===== src/rtl/kbd_pkg.sv =====
// rtl/kbd_pkg.sv - shared constants and types for the keyboard text writer
// Purpose: PS/2 set-2 scan code constants, ASCII control codes, fetch FSM
//          state encoding and a Shift-key classifier.
// Ports:   none (package).
package kbd_pkg;

  localparam logic [7:0] SC_EXT    = 8'hE0;
  localparam logic [7:0] SC_BRK    = 8'hF0;
  localparam logic [7:0] SC_LSHIFT = 8'h12;
  localparam logic [7:0] SC_RSHIFT = 8'h59;
  localparam logic [7:0] SC_ENTER  = 8'h5A;
  localparam logic [7:0] SC_BKSP   = 8'h66;
  localparam logic [7:0] SC_SPACE  = 8'h29;

  localparam logic [7:0] ASCII_CR = 8'h0D;
  localparam logic [7:0] ASCII_BS = 8'h08;
  localparam logic [7:0] ASCII_SP = 8'h20;

  typedef enum logic [1:0] {
    ST_IDLE,
    ST_POP,
    ST_GAP,
    ST_PARSE
  } fetch_state_e;

  function automatic logic is_shift(input logic [7:0] code);
    return (code == SC_LSHIFT) || (code == SC_RSHIFT);
  endfunction

endpackage


===== src/rtl/scan2ascii.sv =====
// rtl/scan2ascii.sv - combinational PS/2 set-2 scan code to ASCII translation
// Purpose: maps letters, digits, US punctuation, space, Enter and Backspace
//          to ASCII, honouring Shift; any other code maps to 0.
// Ports:   code_i  - scan code byte
//          shift_i - either Shift key is down
//          ascii_o - translated character, 0 if unmapped
module scan2ascii
  import kbd_pkg::*;
(
  input  logic [7:0] code_i,
  input  logic       shift_i,
  output logic [7:0] ascii_o
);

  // Upper byte: unshifted character, lower byte: shifted character.
  logic [15:0] pair;

  always_comb begin
    pair = 16'h0000;
    case (code_i)
      8'h1C: pair = {"a", "A"};
      8'h32: pair = {"b", "B"};
      8'h21: pair = {"c", "C"};
      8'h23: pair = {"d", "D"};
      8'h24: pair = {"e", "E"};
      8'h2B: pair = {"f", "F"};
      8'h34: pair = {"g", "G"};
      8'h33: pair = {"h", "H"};
      8'h43: pair = {"i", "I"};
      8'h3B: pair = {"j", "J"};
      8'h42: pair = {"k", "K"};
      8'h4B: pair = {"l", "L"};
      8'h3A: pair = {"m", "M"};
      8'h31: pair = {"n", "N"};
      8'h44: pair = {"o", "O"};
      8'h4D: pair = {"p", "P"};
      8'h15: pair = {"q", "Q"};
      8'h2D: pair = {"r", "R"};
      8'h1B: pair = {"s", "S"};
      8'h2C: pair = {"t", "T"};
      8'h3C: pair = {"u", "U"};
      8'h2A: pair = {"v", "V"};
      8'h1D: pair = {"w", "W"};
      8'h22: pair = {"x", "X"};
      8'h35: pair = {"y", "Y"};
      8'h1A: pair = {"z", "Z"};
      8'h16: pair = {"1", "!"};
      8'h1E: pair = {"2", "@"};
      8'h26: pair = {"3", "#"};
      8'h25: pair = {"4", "$"};
      8'h2E: pair = {"5", "%"};
      8'h36: pair = {"6", "^"};
      8'h3D: pair = {"7", "&"};
      8'h3E: pair = {"8", "*"};
      8'h46: pair = {"9", "("};
      8'h45: pair = {"0", ")"};
      8'h0E: pair = {8'h60, "~"};
      8'h4E: pair = {"-", "_"};
      8'h55: pair = {"=", "+"};
      8'h54: pair = {"[", "{"};
      8'h5B: pair = {"]", "}"};
      8'h5D: pair = {"\\", "|"};
      8'h4C: pair = {";", ":"};
      8'h52: pair = {"'", "\""};
      8'h41: pair = {",", "<"};
      8'h49: pair = {".", ">"};
      8'h4A: pair = {"/", "?"};
      SC_SPACE: pair = {ASCII_SP, ASCII_SP};
      SC_ENTER: pair = {ASCII_CR, ASCII_CR};
      SC_BKSP:  pair = {ASCII_BS, ASCII_BS};
      default:  pair = 16'h0000;
    endcase
  end

  assign ascii_o = shift_i ? pair[7:0] : pair[15:8];

endmodule


===== src/rtl/kbd_text_writer.sv =====
// rtl/kbd_text_writer.sv - PS/2 scan code parser and text buffer writer
// Purpose: pops scan codes from the ps2_keyboard FIFO, parses make/break/
//          extended sequences, tracks Shift and held key, counts presses and
//          writes printable characters into a COLS x ROWS text buffer.
// Ports:   clk, resetn           - clock, async active-low reset
//          ps2_data/ready/overflow, ps2_nextdata_n - FIFO handshake
//          txt_we/addr/char      - text buffer write port
//          cur_col/cur_row       - cursor position
//          last_scan/last_ascii  - last counted press
//          key_held/shift/key_count/err_ovf - status
module kbd_text_writer
  import kbd_pkg::*;
#(
  parameter int COLS          = 70,
  parameter int ROWS          = 30,
  parameter int CNT_W         = 8,
  parameter int REPEAT_FILTER = 1
) (
  input  logic                          clk,
  input  logic                          resetn,
  input  logic [7:0]                    ps2_data,
  input  logic                          ps2_ready,
  input  logic                          ps2_overflow,
  output logic                          ps2_nextdata_n,
  output logic                          txt_we,
  output logic [$clog2(COLS*ROWS)-1:0]  txt_addr,
  output logic [7:0]                    txt_char,
  output logic [$clog2(COLS)-1:0]       cur_col,
  output logic [$clog2(ROWS)-1:0]       cur_row,
  output logic [7:0]                    last_scan,
  output logic [7:0]                    last_ascii,
  output logic                          key_held,
  output logic                          shift,
  output logic [CNT_W-1:0]              key_count,
  output logic                          err_ovf
);

  localparam int ADDR_W = $clog2(COLS*ROWS);
  localparam int COL_W  = $clog2(COLS);
  localparam int ROW_W  = $clog2(ROWS);
  localparam logic [COL_W-1:0] COL_LAST = COL_W'(COLS-1);
  localparam logic [ROW_W-1:0] ROW_LAST = ROW_W'(ROWS-1);

  fetch_state_e       state_q;
  logic [7:0]         code_q;
  logic               brk_q;
  logic               ext_q;
  logic [7:0]         held_code_q;
  logic               held_ext_q;
  logic               shift_q;
  logic               key_held_q;
  logic               nextdata_n_q;
  logic               txt_we_q;
  logic [ADDR_W-1:0]  txt_addr_q;
  logic [7:0]         txt_char_q;
  logic [COL_W-1:0]   col_q;
  logic [ROW_W-1:0]   row_q;
  logic [7:0]         last_scan_q;
  logic [7:0]         last_ascii_q;
  logic [CNT_W-1:0]   key_count_q;
  logic               err_ovf_q;

  logic [7:0]         map_ascii;
  logic [7:0]         press_ascii;
  logic               is_repeat;
  logic               is_print;
  logic [ROW_W-1:0]   nl_row;
  logic [COL_W-1:0]   adv_col;
  logic [ROW_W-1:0]   adv_row;
  logic [COL_W-1:0]   bs_col;
  logic [ROW_W-1:0]   bs_row;
  logic               at_origin;
  logic [ADDR_W-1:0]  cur_addr;
  logic [ADDR_W-1:0]  bs_addr;

  function automatic logic [ADDR_W-1:0] to_addr(input logic [ROW_W-1:0] r,
                                                 input logic [COL_W-1:0] c);
    return ADDR_W'(r) * ADDR_W'(COLS) + ADDR_W'(c);
  endfunction

  scan2ascii u_map (
    .code_i  (code_q),
    .shift_i (shift_q),
    .ascii_o (map_ascii)
  );

  always_comb begin
    // Extended keys (arrows, keypad Enter, ...) never produce text.
    press_ascii = ext_q ? 8'h00 : map_ascii;
    is_print    = (press_ascii >= 8'h20) && (press_ascii <= 8'h7E);
    // A typematic repeat is the same key, same prefix, while still held.
    is_repeat   = (REPEAT_FILTER != 0) && key_held_q &&
                  (code_q == held_code_q) && (ext_q == held_ext_q);

    nl_row  = (row_q == ROW_LAST) ? '0 : row_q + ROW_W'(1);
    adv_col = (col_q == COL_LAST) ? '0 : col_q + COL_W'(1);
    adv_row = (col_q == COL_LAST) ? nl_row : row_q;

    at_origin = (col_q == '0) && (row_q == '0);
    if (col_q != '0) begin
      bs_col = col_q - COL_W'(1);
      bs_row = row_q;
    end else begin
      bs_col = COL_LAST;
      bs_row = row_q - ROW_W'(1);
    end

    cur_addr = to_addr(row_q, col_q);
    bs_addr  = to_addr(bs_row, bs_col);
  end

  always_ff @(posedge clk or negedge resetn) begin
    if (!resetn) begin
      state_q      <= ST_IDLE;
      code_q       <= '0;
      brk_q        <= 1'b0;
      ext_q        <= 1'b0;
      held_code_q  <= '0;
      held_ext_q   <= 1'b0;
      shift_q      <= 1'b0;
      key_held_q   <= 1'b0;
      nextdata_n_q <= 1'b1;
      txt_we_q     <= 1'b0;
      txt_addr_q   <= '0;
      txt_char_q   <= '0;
      col_q        <= '0;
      row_q        <= '0;
      last_scan_q  <= '0;
      last_ascii_q <= '0;
      key_count_q  <= '0;
      err_ovf_q    <= 1'b0;
    end else begin
      txt_we_q <= 1'b0;
      if (ps2_overflow) err_ovf_q <= 1'b1;

      case (state_q)
        ST_IDLE: begin
          if (ps2_ready) begin
            code_q       <= ps2_data;
            nextdata_n_q <= 1'b0;
            state_q      <= ST_POP;
          end
        end
        ST_POP: begin
          nextdata_n_q <= 1'b1;
          state_q      <= ST_GAP;
        end
        // The FIFO's ready flag may still reflect the popped byte here.
        ST_GAP: state_q <= ST_PARSE;
        ST_PARSE: begin
          state_q <= ST_IDLE;
          if (code_q == SC_EXT) begin
            ext_q <= 1'b1;
          end else if (code_q == SC_BRK) begin
            brk_q <= 1'b1;
          end else if (brk_q) begin
            if (is_shift(code_q)) shift_q <= 1'b0;
            if (code_q == held_code_q) key_held_q <= 1'b0;
            brk_q <= 1'b0;
            ext_q <= 1'b0;
          end else begin
            ext_q <= 1'b0;
            if (is_shift(code_q)) begin
              shift_q <= 1'b1;
            end else if (!is_repeat) begin
              key_held_q   <= 1'b1;
              held_code_q  <= code_q;
              held_ext_q   <= ext_q;
              last_scan_q  <= code_q;
              last_ascii_q <= press_ascii;
              key_count_q  <= key_count_q + CNT_W'(1);
              if (is_print) begin
                txt_we_q   <= 1'b1;
                txt_addr_q <= cur_addr;
                txt_char_q <= press_ascii;
                col_q      <= adv_col;
                row_q      <= adv_row;
              end else if (press_ascii == ASCII_CR) begin
                col_q <= '0;
                row_q <= nl_row;
              end else if ((press_ascii == ASCII_BS) && !at_origin) begin
                txt_we_q   <= 1'b1;
                txt_addr_q <= bs_addr;
                txt_char_q <= ASCII_SP;
                col_q      <= bs_col;
                row_q      <= bs_row;
              end
            end
          end
        end
        default: state_q <= ST_IDLE;
      endcase
    end
  end

  assign ps2_nextdata_n = nextdata_n_q;
  assign txt_we         = txt_we_q;
  assign txt_addr       = txt_addr_q;
  assign txt_char       = txt_char_q;
  assign cur_col        = col_q;
  assign cur_row        = row_q;
  assign last_scan      = last_scan_q;
  assign last_ascii     = last_ascii_q;
  assign key_held       = key_held_q;
  assign shift          = shift_q;
  assign key_count      = key_count_q;
  assign err_ovf        = err_ovf_q;

endmodule

===== config.mk =====
export PLATFORM = sky130hd
export DESIGN_NAME = kbd_text_writer
export DESIGN_NICKNAME = d
export VERILOG_FILES = /design/src/rtl/kbd_pkg.sv /design/src/rtl/scan2ascii.sv /design/src/rtl/kbd_text_writer.sv
export SDC_FILE = /design/constraint.sdc
export NUM_CORES = 1
export LEC_CHECK = 0
export ABC_AREA = 1
export CAP_MARGIN = 30
export CORE_MARGIN = 8
export CORE_UTILIZATION = 53
export DETAILED_ROUTE_END_ITERATION = 6
export PLACE_DENSITY_LB_ADDON = 0.25
export SYNTH_ARGS = -nofsm -noshare
export SYNTH_HDL_FRONTEND = slang
export SYNTH_SLANG_ARGS = --single-unit

===== constraint.sdc =====
create_clock -name clk -period 3.7 [get_ports clk]
set_input_delay 0.74 -clock clk [delete_from_list [all_inputs] [get_ports clk]]
set_output_delay 0.74 -clock clk [all_outputs]
set_load 0.005 [all_outputs]

* Word-level counts from Yosys, hierarchy flattened
Memory sizes are Yosys's and may differ from the RTL's. Index checks and enable logic that the tools add are counted.
Storage, ports and cells: register bits after elaboration 74, latch bits 0, memory bits (writable) 0, memory bits (read-only) 1792, input bits 12, output and inout port bits 61, word-level logic and storage cells 121, memories kept 1
Memories:
- (name not given) | words 128, width 14, read ports 1, clocked after Yosys merged registers in 0, write ports 0, line scan2ascii.sv:20 | case (code_i)
Operators by class: $add $sub $neg 7, $mul 2, divide/modulo/power cells 0, $lt $le $gt $ge 2, equality and inequality tests 20, shifts and indexed selects 0, multiplexer cells 43, bitwise gates (word level) 5, reduce and logical (&&, ||, !) cells 24
Operators with widths (count):
- 8-bit two-way mux | 5
- 12-bit two-way mux | 3
- 7-bit two-way mux | 5
- 5-bit two-way mux | 6
- 12-bit by 7-bit adder with 12-bit output | 2
- 5-bit by 6-bit multiplier with 11-bit output, second input constant | 2
- 1-bit two-way mux | 20
- 8-bit by 4-bit equality test with 1-bit output, second input constant | 2
- 8-bit equality test, second input constant | 2
- 16-bit two-way mux | 1
- 8-bit AND reduction | 2
- 6-bit AND reduction | 2
- 2-bit inequality test, second input constant | 5
- 8-bit by 1-bit adder with 8-bit output, second input constant | 1
- 8-bit by 5-bit equality test with 1-bit output, second input constant | 1
- 8-bit by 7-bit equality test with 1-bit output, second input constant | 1
- 8-bit equality test | 1
- 8-bit by 6-bit greater-or-equal comparator with 1-bit output, second input constant | 1
- 8-bit by 7-bit <= comparator with 1-bit output, second input constant | 1
- 2-bit case mux with 4 select lines | 1
- 2-bit AND reduction | 4
- 7-bit by 1-bit adder with 7-bit output, second input constant | 1
- 7-bit equality test, second input constant | 1
- 7-bit zero test | 1
- other kinds (21) | 32

* Longest topological paths before layout
Gate-level depths: netlist of the first run. An unclocked memory read counts as a cell.
depth in word-level cells 15, mapped depth 27, depth with buffers taken out 27

* Hierarchy
A second synthesis of the first run with hierarchy kept.
Second synthesis, totals: cell total of the unflattened synthesis 1050, area, all modules 7009.2 um2
By module, submodules not included:
- kbd_text_writer | instances 1, cells each 765, area each 5579.1 um2, sequential area each 1853.0 um2
- scan2ascii | instances 1, cells each 285, area each 1430.1 um2, sequential area each 0.0 um2

* Worst setup path after synthesis of the first run
OpenSTA, ideal clock, no wires.
kind register to register, start point reg col_q[0] (netlist: cur_col[0]), end point reg txt_addr_q[11] (netlist: txt_addr[11]), setup time 116 ps, arrival time 3813 ps, data required time 3584 ps, path slack -229 ps, cell stages (with the launch flop) 28, buffers on the path 0, clock period less this slack 3929 ps, path through dfrtp_1 -> inv_1 -> ha_1 -> nand4_1 -> nor2_2 -> nand3_1 -> xor2_1 -> inv_1 -> ha_1 -> ha_1 -> inv_1 -> fa_1 -> inv_1 -> nand2_1 -> nand2_1 -> inv_1 -> ha_1 -> o21ai_0 -> nand2_1 -> nand2_1 -> nor2_1 -> nand2_1 -> nand3_1 -> nand2_1 -> nand2_1 -> nand2_1 -> nand2_1 -> nand2_1
Between the ends: longest elaborated chain between the ends 7, elaborated cells on any way between the ends 16, classes of those cells add/sub (3); mul (1); mux (5); reduce/logical (7)
Ends and longest elaborated chain:
- from (decl) | line kbd_text_writer.sv:56 | logic [COL_W-1:0] col_q;
- from (signal assigned) | line kbd_text_writer.sv:176 | col_q <= adv_col;
- from (signal assigned) | line kbd_text_writer.sv:185 | col_q <= bs_col;
- 7-bit nonzero test | line kbd_text_writer.sv:100 | if (col_q != '0) begin
- 5-bit two-way mux | line kbd_text_writer.sv:100
- 5-bit by 6-bit multiplier with 11-bit output | line kbd_text_writer.sv:78 | return ADDR_W'(r) * ADDR_W'(COLS) + ADDR_W'(c);
- 12-bit by 7-bit adder with 12-bit output | line kbd_text_writer.sv:78
- 12-bit two-way mux | line kbd_text_writer.sv:181 | end else if ((press_ascii == ASCII_BS) && !at_origin) begin
- 12-bit two-way mux | line kbd_text_writer.sv:178 | end else if (press_ascii == ASCII_CR) begin
- 12-bit two-way mux | line kbd_text_writer.sv:172 | if (is_print) begin
- to (signal assigned) | line kbd_text_writer.sv:174 | txt_addr_q <= cur_addr;
- to (signal assigned) | line kbd_text_writer.sv:183 | txt_addr_q <= bs_addr;
- to (decl) | line kbd_text_writer.sv:54 | logic [ADDR_W-1:0] txt_addr_q;
Parallel ways exist; a longest one is shown, timed or not. The select of a mux whose other input is x is not followed. A chain may end at the register's enable or synchronous reset.

* Final worst setup path of the first run
start point reg col_q[0] (netlist: cur_col[0]), end point reg txt_addr_q[10] (netlist: txt_addr[10])
Same word-level chain as after synthesis.

==> metrics.txt, run 1 <==
run status completed; Achievable Freq between 200 and 300 MHz; total gr overflow 0; clock tree root driver cell sky130_fd_sc_hd__clkbuf_16; source of the worst register-to-register timing path cur_col[0]$_DFFE_PN0P_; number of failing setup endpoints in the final timing report 0; chip height ~130 um; antenna violations before repair 0; most area-hungry cell type in the Yosys netlist sky130_fd_sc_hd__dfrtp_1; worst-path cell with the longest stage delay sky130_fd_sc_hd__dfrtp_2; path category of the worst min-delay check register to register; CP Class register to register; cell repeated most along the worst path sky130_fd_sc_hd__nand2_1; final critical-path required period about 3.7 ns; critical path endpoint txt_addr[10]$_DFFE_PN0P_; endpoint kind of the worst setup timing path register; total area of multi-input combinational cells about 0.0046 mm^2; buffers and inverters on the worst path 3; netlist area before placement around 0.0067 mm^2; Core Box Area about 0.012 mm^2; RSZ-0062 raised after global routing yes; CTS clk-pin slew, worst paths roughly 0.06 ns; global-route total usage across every layer between 20% and 30%; total count of max-transition violations in the final report 0; top cells by area in the synthesized netlist sky130_fd_sc_hd__dfrtp_1 (27%), sky130_fd_sc_hd__nand2_1 (20%), sky130_fd_sc_hd__ha_1 (11%); category of the worst setup path launch point register; Setup WS post-layout 0.0217 ns; global-route wire length before repair about 33000 um; transition time at the pin with the least slew margin roughly 0.91 ns; multiplexer area fraction after synthesis 0%; # rows 41; count of state elements after synthesis 72; post-synthesis async set-or-reset flop share 100%; number of clock sinks 72; routed len/inst about 16 um; post-synthesis share of cell area spent on xor and xnor gates under 10%; effective utilization at floorplan a little over half; data required time at the worst endpoint ~3.9 ns; Antenna Cells 0; cells after synthesis between 900 and 1k; Main synth FF type sky130_fd_sc_hd__dfrtp_1; sequential cell area between 0.0015 and 0.002 mm^2; Max-cap violations 0; crit-path max cell delay roughly 0.41 ns; start point of the critical path cur_col[0]$_DFFE_PN0P_; final estimated routing congestion in global placement between 0.9 and 1; layout cell share with drive strength beyond 1 15.6%; sequential cell area fraction in the yosys report 27.0%; post-route clock skew roughly 0.007 ns; Critical Path Stages 22; Post-layout nets around 1.2k; chain of cells forming the critical path inv_2 -> ha_4 -> nand4_1 -> nor2_4 -> inv_2 -> o21ai_1 -> buf_4 -> ha_1 -> ha_2 -> ha_4 -> a21oi_1 -> nand2_1 -> a21oi_1 -> o21bai_2 -> nand2_1 -> nand2_1 -> nand2_1 -> nor2_1 -> xnor2_1 -> o21ai_1 -> nand2_1 -> nand2_1; die span in x between 100 and 150 um; initial detailed-routing violation count 751; average cell area after synthesis just under 7 um^2; main combinational cell family by area after synthesis simple AND/OR/NAND/NOR gates; Synth-to-Final Area Change 26.2%; H-tree depth 3; Port Buffer Count 70; number of clock buffers inserted by TritonCTS 9; vias in the first global route around 6.6k; Post-synth top cells sky130_fd_sc_hd__nand2_1 (355), sky130_fd_sc_hd__nand3_1 (97), sky130_fd_sc_hd__inv_1 (89); slack of the worst reg-to-reg path roughly 0.022 ns; count of distinct cell types in the synthesized netlist 43; via/cell ratio about 5.5; number of enable-type register cells in the synthesized netlist 0; post-synthesis adder-cell area fraction ~12%; worst slack at placement -0.0278 ns; number of detailed-routing iterations run before antenna repair 5; largest fanout of any net on the critical path 6; buffer levels on the longest clock path 2; simple-gate share of the synthesized area a little under two fifths; worst slew margin relative to its limit between 30 and 40%; fraction of the mapped netlist area in compound gates 8.72%; wirelength, routed roughly 21000 um; vias 7028; overall die area about 0.016 mm^2; Antenna Violating Nets Remaining 0; Yosys warning total 0; DPL Wire Length between 10000 and 15000 um; portion of synthesized cell area occupied by the leading cell type 26.6%; count of cells along the worst register-to-register path 22; worst path arrival time a little under 4 ns; CTS tree built; Worst path top cell family by delay simple AND/OR/NAND/NOR gates; residual DRC count 0; I/O pin count 73; filler instances roughly 1.1k; number of endpoints with negative hold slack in the final report 0; largest net degree at the start of global routing between 70 and 80; capture instance of the worst register-to-register path txt_addr[10]$_DFFE_PN0P_; clk_lat worst skew ~0.34 ns; part of the cycle the worst path needs between 90% and 100%; most frequent cell after synthesis sky130_fd_sc_hd__nand2_1
## through the flow
stage          std cells  hold WS, ns  cell area (um^2)  util [%]  TNS, ns
2_1_floorplan        993        0.444              6760         -  -0.0339
3_3_place_gp        1250        0.446              7820      62.7        0
3_5_place_dp        1250        0.458              7820      62.7  -0.0377
4_1_cts             1278        0.469              8200      65.8        0
5_1_grt             1283        0.488              8440      67.7   -0.405
6_report            1283        0.463              8440      67.7        0
## how the worst min path moves through the flow
stage / to / cells past startpoint / startpoint
after floorplan: brk_q$_DFFE_PN0P_ / 0 / resetn
after global placement: err_ovf$_DFFE_PN0P_ / 1 / err_ovf$_DFFE_PN0P_
after detailed placement: err_ovf$_DFFE_PN0P_ / 1 / err_ovf$_DFFE_PN0P_
after CTS: ps2_nextdata_n$_DFFE_PN1P_ / 2 / ps2_nextdata_n$_DFFE_PN1P_
after global routing: ps2_nextdata_n$_DFFE_PN1P_ / 2 / ps2_nextdata_n$_DFFE_PN1P_
final: err_ovf$_DFFE_PN0P_ / 1 / err_ovf$_DFFE_PN0P_
## worst register-to-register path: stages (launching register included)
cell	delay, ns
sky130_fd_sc_hd__dfrtp_2	0.41
sky130_fd_sc_hd__inv_2	0.08
sky130_fd_sc_hd__ha_4	0.13
sky130_fd_sc_hd__nand4_1	0.15
sky130_fd_sc_hd__nor2_4	0.23
sky130_fd_sc_hd__inv_2	0.11
sky130_fd_sc_hd__o21ai_1	0.25
sky130_fd_sc_hd__buf_4	0.20
sky130_fd_sc_hd__ha_1	0.17
sky130_fd_sc_hd__ha_2	0.29
sky130_fd_sc_hd__ha_4	0.24
sky130_fd_sc_hd__a21oi_1	0.20
sky130_fd_sc_hd__nand2_1	0.13
sky130_fd_sc_hd__a21oi_1	0.21
sky130_fd_sc_hd__o21bai_2	0.12
sky130_fd_sc_hd__nand2_1	0.08
sky130_fd_sc_hd__nand2_1	0.06
sky130_fd_sc_hd__nand2_1	0.10
sky130_fd_sc_hd__nor2_1	0.06
sky130_fd_sc_hd__xnor2_1	0.16
sky130_fd_sc_hd__o21ai_1	0.08
sky130_fd_sc_hd__nand2_1	0.07
sky130_fd_sc_hd__nand2_1	0.04
## sequential cells by signal (all words and copies together) (netlist names)
signal	count
state_q	2
shift	1
cur_row	5
key_held	1
brk_q	1
txt_we	1
err_ovf	1
last_ascii	7
txt_char	7
ext_q	1
cur_col	7
ps2_nextdata_n	1
held_ext_q	1
txt_addr	12
code_q	8
last_scan	8
key_count	8
## layout make-up
type | instances | area share (%)
Multi-Input combinational cell | 790 | 54.0
Clock inverter | 6 | 0.712
Sequential cell | 72 | 21.4
Inverter | 97 | 4.32
Timing Repair Buffer | 136 | 14.3
Clock buffer | 10 | 2.71
Tap cell | 172 | 2.55
## routing by layer
metal	routed length, um	track usage [%]	up-vias
met5	0	0	-
li1	-	-	3424
met2	8860	35.7	325
met4	548	8.39	0
met1	9400	35.3	3230
met3	1900	5.37	49
## logic make-up after synthesis
family | count (synthesis)
DFF | 72
xor gates and xnor gates | 43
and+or+nand+nor | 571
adders and majority gates | 64
other | 1
AOI/OAI and AO/OA | 110
buffers and inverters | 131
## placed cells by master (no fill, tap or decap), types with 2 or more instances in the layout
| cell type | n |
|---|---|
| sky130_fd_sc_hd__nand4_1 | 17 |
| sky130_fd_sc_hd__clkdlybuf4s50_1 | 69 |
| sky130_fd_sc_hd__o21ai_0 | 37 |
| sky130_fd_sc_hd__conb_1 | 2 |
| sky130_fd_sc_hd__nand3_1 | 93 |
| sky130_fd_sc_hd__o21ai_2 | 3 |
| sky130_fd_sc_hd__a21o_1 | 2 |
| sky130_fd_sc_hd__buf_4 | 66 |
| sky130_fd_sc_hd__clkinvlp_4 | 2 |
| sky130_fd_sc_hd__fa_1 | 3 |
| sky130_fd_sc_hd__dfrtp_1 | 70 |
| sky130_fd_sc_hd__clkbuf_16 | 9 |
| sky130_fd_sc_hd__nor2_2 | 5 |
| sky130_fd_sc_hd__xor2_2 | 3 |
| sky130_fd_sc_hd__o31ai_1 | 2 |
| sky130_fd_sc_hd__clkinv_2 | 3 |
| sky130_fd_sc_hd__ha_1 | 48 |
| sky130_fd_sc_hd__o21ai_1 | 20 |
| sky130_fd_sc_hd__ha_4 | 11 |
| sky130_fd_sc_hd__nand3_2 | 6 |
| sky130_fd_sc_hd__nand3_4 | 2 |
| sky130_fd_sc_hd__o21bai_1 | 2 |
| sky130_fd_sc_hd__or2_2 | 8 |
| sky130_fd_sc_hd__nor3_1 | 5 |
| sky130_fd_sc_hd__xnor2_1 | 15 |
| sky130_fd_sc_hd__nand2_4 | 5 |
| sky130_fd_sc_hd__nor2_1 | 56 |
| sky130_fd_sc_hd__inv_1 | 81 |
| sky130_fd_sc_hd__nand2_1 | 347 |
| sky130_fd_sc_hd__nand2_2 | 15 |
| sky130_fd_sc_hd__o21bai_2 | 2 |
| sky130_fd_sc_hd__nor2_4 | 5 |
| sky130_fd_sc_hd__inv_2 | 15 |
| sky130_fd_sc_hd__a31oi_1 | 2 |
| sky130_fd_sc_hd__a21oi_2 | 3 |
| sky130_fd_sc_hd__a21oi_1 | 36 |
| sky130_fd_sc_hd__xor2_1 | 24 |
## timing repair
item / CTS / global route
hold buffers: 0 / 0
gates resized for setup: 2 / 38
pin swaps: 2 / 15
setup buffers: 12 / 5
setup endpoints to repair: 2 / 5
hold endpoints to repair: 0 / 0
Power of run 1 is not shown: default switching activity piles up to over one toggle a cycle in this logic, so the estimate is an artifact.
==> run 2, diff against run 1 <==
Settings changed: CORE_UTILIZATION 53 to 59, DONT_BUFFER_PORTS from default to 1, SETUP_SLACK_MARGIN from default to 0.15.
==> run 2 against run 1 <==
Effect of this change:
- non-clock buffer count down 61
- count of clock-buffer cells in the layout up 2
- first-iteration DRC count down 2.9%
- critical path type unchanged
==> metrics.txt, run 2 (same netlist as run 1, synthesis figures left out) <==
Antenna Cells 0; largest fanout of any net on the critical path 6; # rows 39; final estimated routing congestion in global placement roughly 1; number of clock buffers inserted by TritonCTS 9; Antenna Violating Nets Remaining 0; source of the worst register-to-register timing path cur_col[0]$_DFFE_PN0P_; Achievable Freq 271 MHz; worst path arrival time approximately 3.9 ns; capture instance of the worst register-to-register path txt_addr[11]$_DFFE_PN0P_; number of detailed-routing iterations run before antenna repair 5; flip-flop count of the largest register after layout 12; Core Box Area approximately 0.011 mm^2; clock tree root driver cell sky130_fd_sc_hd__clkbuf_16; number of endpoints with negative hold slack in the final report 0; transition time at the pin with the least slew margin a little over 0.5 ns; RSZ-0062 raised after global routing yes; effective utilization at floorplan 59.5%; via/cell ratio between 5 and 6; slack of the worst reg-to-reg path around 0.0067 ns; Hold Buf Count CTS 0; Port Buffer Count 0; final critical-path required period 3.69 ns; routed len/inst 16.3 um; number of clock sinks slightly above 70; DP Cell Count between 1k and 1.5k; run status completed; H-tree depth 3; chip height about 120 um; worst slew margin relative to its limit roughly two thirds; data required time at the worst endpoint 3.93 ns; CTS tree built; path category of the worst min-delay check input port to async pin; largest net degree at the start of global routing 73; initial detailed-routing violation count approximately 730; Synth-to-Final Area Change 15.9%; wirelength, routed 19500 um; overall die area between 0.01 and 0.015 mm^2; CTS clk-pin slew, worst paths about 0.060 ns; vias in the first global route 6349; global-route wire length before repair around 32000 um; Max-cap violations 0; number of failing setup endpoints in the final timing report 0; CP Class register to register; Post-layout nets roughly 1.1k; count of cells along the worst register-to-register path 26; vias just under 7k; category of the worst setup path launch point register; non-filler instance count after layout approximately 1.2k; worst hold-check slack approximately 0.091 ns; part of the cycle the worst path needs between 90% and 100%; global-route total usage across every layer a little over a quarter; post-route clock skew 0.00526 ns; buffer levels on the longest clock path 2; I/O pin count 73; die span in x around 120 um; antenna violations before repair 0; layout cell share with drive strength beyond 1 between 15 and 20%; commonest cells after routing, fill and taps aside sky130_fd_sc_hd__nand2_1 (350), sky130_fd_sc_hd__nand3_1 (94), sky130_fd_sc_hd__inv_1 (81); leading cell type in the layout, fill and taps excluded sky130_fd_sc_hd__nand2_1; clk_lat worst skew about 0.34 ns; total gr overflow 0; total count of max-transition violations in the final report 0; endpoint kind of the worst setup timing path register; DPL Wire Length about 14000 um; residual DRC count 0
[run 2: stage by stage]
| step | worst slack [ns] | instance area [um^2] | TNS [ns] | utilization [%] |
|---|---|---|---|---|
| after CTS | 0.153 | 7620 | 0 | 67.9 |
| after global routing | -0.205 | 7740 | -0.468 | 69.0 |
| after global placement | 0.0502 | 7080 | 0 | 63.1 |
| after detailed placement | -0.0669 | 7080 | -0.0870 | 63.1 |
| after floorplan | -0.0326 | 6760 | -0.0326 | - |
| final | 0.00669 | 7740 | 0 | 69.0 |
[run 2: metal layers]
layer,global-route usage (%),routed length [um],vias to the layer above
met5,0,0,-
met4,9.06,447,0
met3,7.08,2290,53
met2,39.5,8160,361
met1,36.0,8590,3053
li1,-,-,3286
[run 2: layout make-up]
cell class                      instances  area, um^2
Multi-Input combinational cell        790        4510
Fill cell                             919        3480
Sequential cell                        72        1800
Timing Repair Buffer                   75         576
Inverter                               97         364
Clock buffer                           12         256
Tap cell                              143         179
Clock inverter                          4        52.6
[run 2: how the worst max path moves through the flow]
stage | startpoint | endpoint | slack [ns] | cells past startpoint
after detailed placement | cur_col[1]$_DFFE_PN0P_ | txt_addr[11]$_DFFE_PN0P_ | -0.07 | 26
after global routing | cur_col[0]$_DFFE_PN0P_ | txt_addr[11]$_DFFE_PN0P_ | -0.21 | 26
after CTS | cur_col[1]$_DFFE_PN0P_ | txt_addr[11]$_DFFE_PN0P_ | 0.15 | 27
after global placement | cur_col[0]$_DFFE_PN0P_ | txt_addr[11]$_DFFE_PN0P_ | 0.05 | 26
final | cur_col[0]$_DFFE_PN0P_ | txt_addr[11]$_DFFE_PN0P_ | 0.007 | 26
after floorplan | cur_col[1]$_DFFE_PN0P_ | txt_addr[11]$_DFFE_PN0P_ | -0.03 | 26
[run 2: what timing repair did]
item / 4_1_cts / 5_1_grt
buffers inserted: 20 / 6
cloned: 0 / 0
endpoints found under the setup margin: 5 / 6
gates resized for setup: 14 / 19
pin swaps: 16 / 17
[run 2: worst max-delay path: stages, from the launching register on]
cell and delay, ns:
sky130_fd_sc_hd__dfrtp_2 0.41, sky130_fd_sc_hd__inv_2 0.08, sky130_fd_sc_hd__ha_4 0.14, sky130_fd_sc_hd__nand4_1 0.17, sky130_fd_sc_hd__nor2_4 0.25, sky130_fd_sc_hd__nand3_2 0.12, sky130_fd_sc_hd__xor2_2 0.16, sky130_fd_sc_hd__inv_2 0.07
sky130_fd_sc_hd__ha_4 0.27, sky130_fd_sc_hd__ha_4 0.11, sky130_fd_sc_hd__inv_2 0.03, sky130_fd_sc_hd__fa_2 0.60, sky130_fd_sc_hd__nand3_2 0.06, sky130_fd_sc_hd__nand2_1 0.08, sky130_fd_sc_hd__inv_2 0.04, sky130_fd_sc_hd__ha_4 0.27
sky130_fd_sc_hd__o21ai_2 0.05, sky130_fd_sc_hd__nand2_2 0.08, sky130_fd_sc_hd__nand2_2 0.07, sky130_fd_sc_hd__nor2_4 0.13, sky130_fd_sc_hd__nand2_2 0.06, sky130_fd_sc_hd__nand3_2 0.05, sky130_fd_sc_hd__nand2_1 0.05, sky130_fd_sc_hd__nand2_1 0.05
sky130_fd_sc_hd__nand2_1 0.06, sky130_fd_sc_hd__nand2_1 0.06, sky130_fd_sc_hd__nand2_1 0.05
Power of run 2 is left out for the same reason.
==> run 3, diff against run 2 <==
Settings changed: GPL_TIMING_DRIVEN from default to 0, PLACE_DENSITY from default to 0.78, PLACE_DENSITY_LB_ADDON 0.25 to default.
==> run 3 against run 2 <==
Effect of this change:
- sequential cell count unchanged
- first-iteration DRC count rose by 15%
- critical endpoint unchanged
- largest cell class unchanged
- the flow now finishes with violations (setup timing)
- wire length is 7.3% higher
==> metrics.txt, run 3 (same netlist as run 1, synthesis figures left out) <==
run status finished with violations; violations in the final reports setup timing; largest fanout of any net on the critical path 7; Antenna Violating Nets Remaining 0; global-route total usage across every layer roughly 28%; routed len/inst roughly 18 um; commonest cells after routing, fill and taps aside sky130_fd_sc_hd__nand2_1 (350), sky130_fd_sc_hd__nand3_1 (93), sky130_fd_sc_hd__inv_1 (74); count of cells along the worst register-to-register path 24; DPL Wire Length around 15000 um; residual DRC count 0; Core Box Area 0.0112 mm^2; final estimated routing congestion in global placement around 1; number of failing setup endpoints in the final timing report 3; global-route wire length before repair around 33000 um; clk_lat worst skew between 0.3 and 0.4 ns; category of the worst setup path launch point register; wirelength, routed 20900 um; vias 6929; final std cell area, no fill between 0.007 and 0.008 mm^2; clock tree root driver cell sky130_fd_sc_hd__clkbuf_16; largest net degree at the start of global routing 73; data required time at the worst endpoint around 4 ns; worst path arrival time 4.11 ns; met2 demand-to-capacity share in global routing roughly 41%; Max-cap violations 0; Port Buffer Count 0; leading cell type in the layout, fill and taps excluded sky130_fd_sc_hd__nand2_1; I/O pin count 73; final critical-path required period 3.83 ns; worst slew margin relative to its limit 45.7%; H-tree depth 3; buffer levels on the longest clock path 2; part of the cycle the worst path needs 104%; via/cell ratio ~5.8; number of clock buffers inserted by TritonCTS 9; total gr overflow 0; filler instances approximately 960; vias in the first global route 6454; Setup WS post-layout -0.132 ns; CTS clk-pin slew, worst paths ~0.070 ns; cell area after placement 0.00694 mm^2; effective utilization at floorplan between 50% and 60%; flip-flop count of the largest register after layout 12; transition time at the pin with the least slew margin 0.811 ns; number of detailed-routing iterations run before antenna repair 7; Hold Buf Count CTS 0; initial detailed-routing violation count roughly 840; overall die area ~0.015 mm^2; CP Class register to register; Post-layout nets 1115; # rows 39; Achievable Freq ~260 MHz; chip height between 100 and 150 um; final core utilization 69.5%; Synth-to-Final Area Change 16.8%; antenna violations before repair 0; layout cell share with drive strength beyond 1 roughly 17%; post-route clock skew around 0.016 ns; number of endpoints with negative hold slack in the final report 0; GR Layer Usage met3 approximately 7.6%; met1 track demand over resource approximately two fifths; path category of the worst min-delay check input port to async pin; total count of max-transition violations in the final report 0; number of clock sinks between 70 and 80; Top Usage Layer GRT met2; setup_tns -0.313 ns; die span in x ~120 um; CTS tree built; RSZ-0062 raised after global routing yes; endpoint kind of the worst setup timing path register; Antenna Cells 0
[run 3: cell types whose count changed in the layout (fill, tap and decap cells not counted), sizes merged]
| cell | previous run | this run |
|---|---|---|
| inv | 97 | 94 |
| buf | 75 | 59 |
| clkinvlp | 0 | 2 |
| bufinv | 1 | 2 |
| clkinv | 3 | 2 |
| clkbuf | 12 | 22 |
[run 3: layout make-up]
type	count	area [um^2]	share of cell area, %
Multi-Input combinational cell	790	4600	58.9
Sequential cell	72	1810	23.2
Inverter	97	372	4.76
Timing Repair Buffer	35	278	3.56
Clock buffer	12	256	3.29
Buffer	34	245	3.14
Tap cell	143	179	2.29
Clock inverter	3	65.1	0.834
[run 3: routing by layer]
layer	part of all wire, %	wire length [um]	vias up
met5	0	0	-
met4	1.9	390	0
met3	13	2700	43
met2	42	8860	403
met1	43	8960	3198
li1	-	-	3285
[run 3: critical path, cell delays in order (launching register included)]
cell and delay (ns):
sky130_fd_sc_hd__dfrtp_2 0.47, sky130_fd_sc_hd__inv_2 0.11, sky130_fd_sc_hd__ha_4 0.13, sky130_fd_sc_hd__nand4_1 0.20
sky130_fd_sc_hd__nor2_4 0.25, sky130_fd_sc_hd__nand3_2 0.12, sky130_fd_sc_hd__xor2_2 0.18, sky130_fd_sc_hd__inv_2 0.08
sky130_fd_sc_hd__ha_4 0.27, sky130_fd_sc_hd__ha_4 0.12, sky130_fd_sc_hd__inv_2 0.03, sky130_fd_sc_hd__fa_2 0.57
sky130_fd_sc_hd__inv_2 0.04, sky130_fd_sc_hd__nand2_2 0.07, sky130_fd_sc_hd__o21bai_2 0.09, sky130_fd_sc_hd__and2_1 0.15
sky130_fd_sc_hd__o21ai_1 0.16, sky130_fd_sc_hd__xor2_1 0.22, sky130_fd_sc_hd__buf_4 0.16, sky130_fd_sc_hd__nand3_1 0.06
sky130_fd_sc_hd__nand2_1 0.06, sky130_fd_sc_hd__nand2_1 0.04, sky130_fd_sc_hd__nand2_1 0.08, sky130_fd_sc_hd__nand2_1 0.05
sky130_fd_sc_hd__nand2_1 0.05
[run 3: repair_timing]
action,CTS,global route
buffers inserted,21,14
pin swaps,16,27
resized for setup,35,31
endpoints found under the setup margin,8,31
cloned,0,0
[run 3: stage by stage]
stage	instances	hold WS, ns	setup WS (ns)
floorplan	993	0.444	-0.0326
global placement	1136	0.446	-0.486
detailed placement	1136	0.446	-0.546
CTS	1172	0.0782	0.0540
global route	1186	0.0722	-0.318
finish	1186	0.0815	-0.132
[run 3: final timing paths]
| kind | startpoint | endpoint | slack, ns |
|---|---|---|---|
| max reg2reg | cur_col[1]$_DFFE_PN0P_ | txt_addr[11]$_DFFE_PN0P_ | -0.13 |
| min reg2reg | ps2_nextdata_n$_DFFE_PN1P_ | ps2_nextdata_n$_DFFE_PN1P_ | 0.49 |
| min in group clk | ps2_nextdata_n$_DFFE_PN1P_ | ps2_nextdata_n$_DFFE_PN1P_ | 0.49 |
| max | cur_col[1]$_DFFE_PN0P_ | txt_addr[11]$_DFFE_PN0P_ | -0.13 |
| max in group asynchronous | resetn | ps2_nextdata_n$_DFFE_PN1P_ | 3.44 |
| min | resetn | code_q[7]$_DFFE_PN0P_ | 0.08 |
Power of run 3 is left out for the same reason.
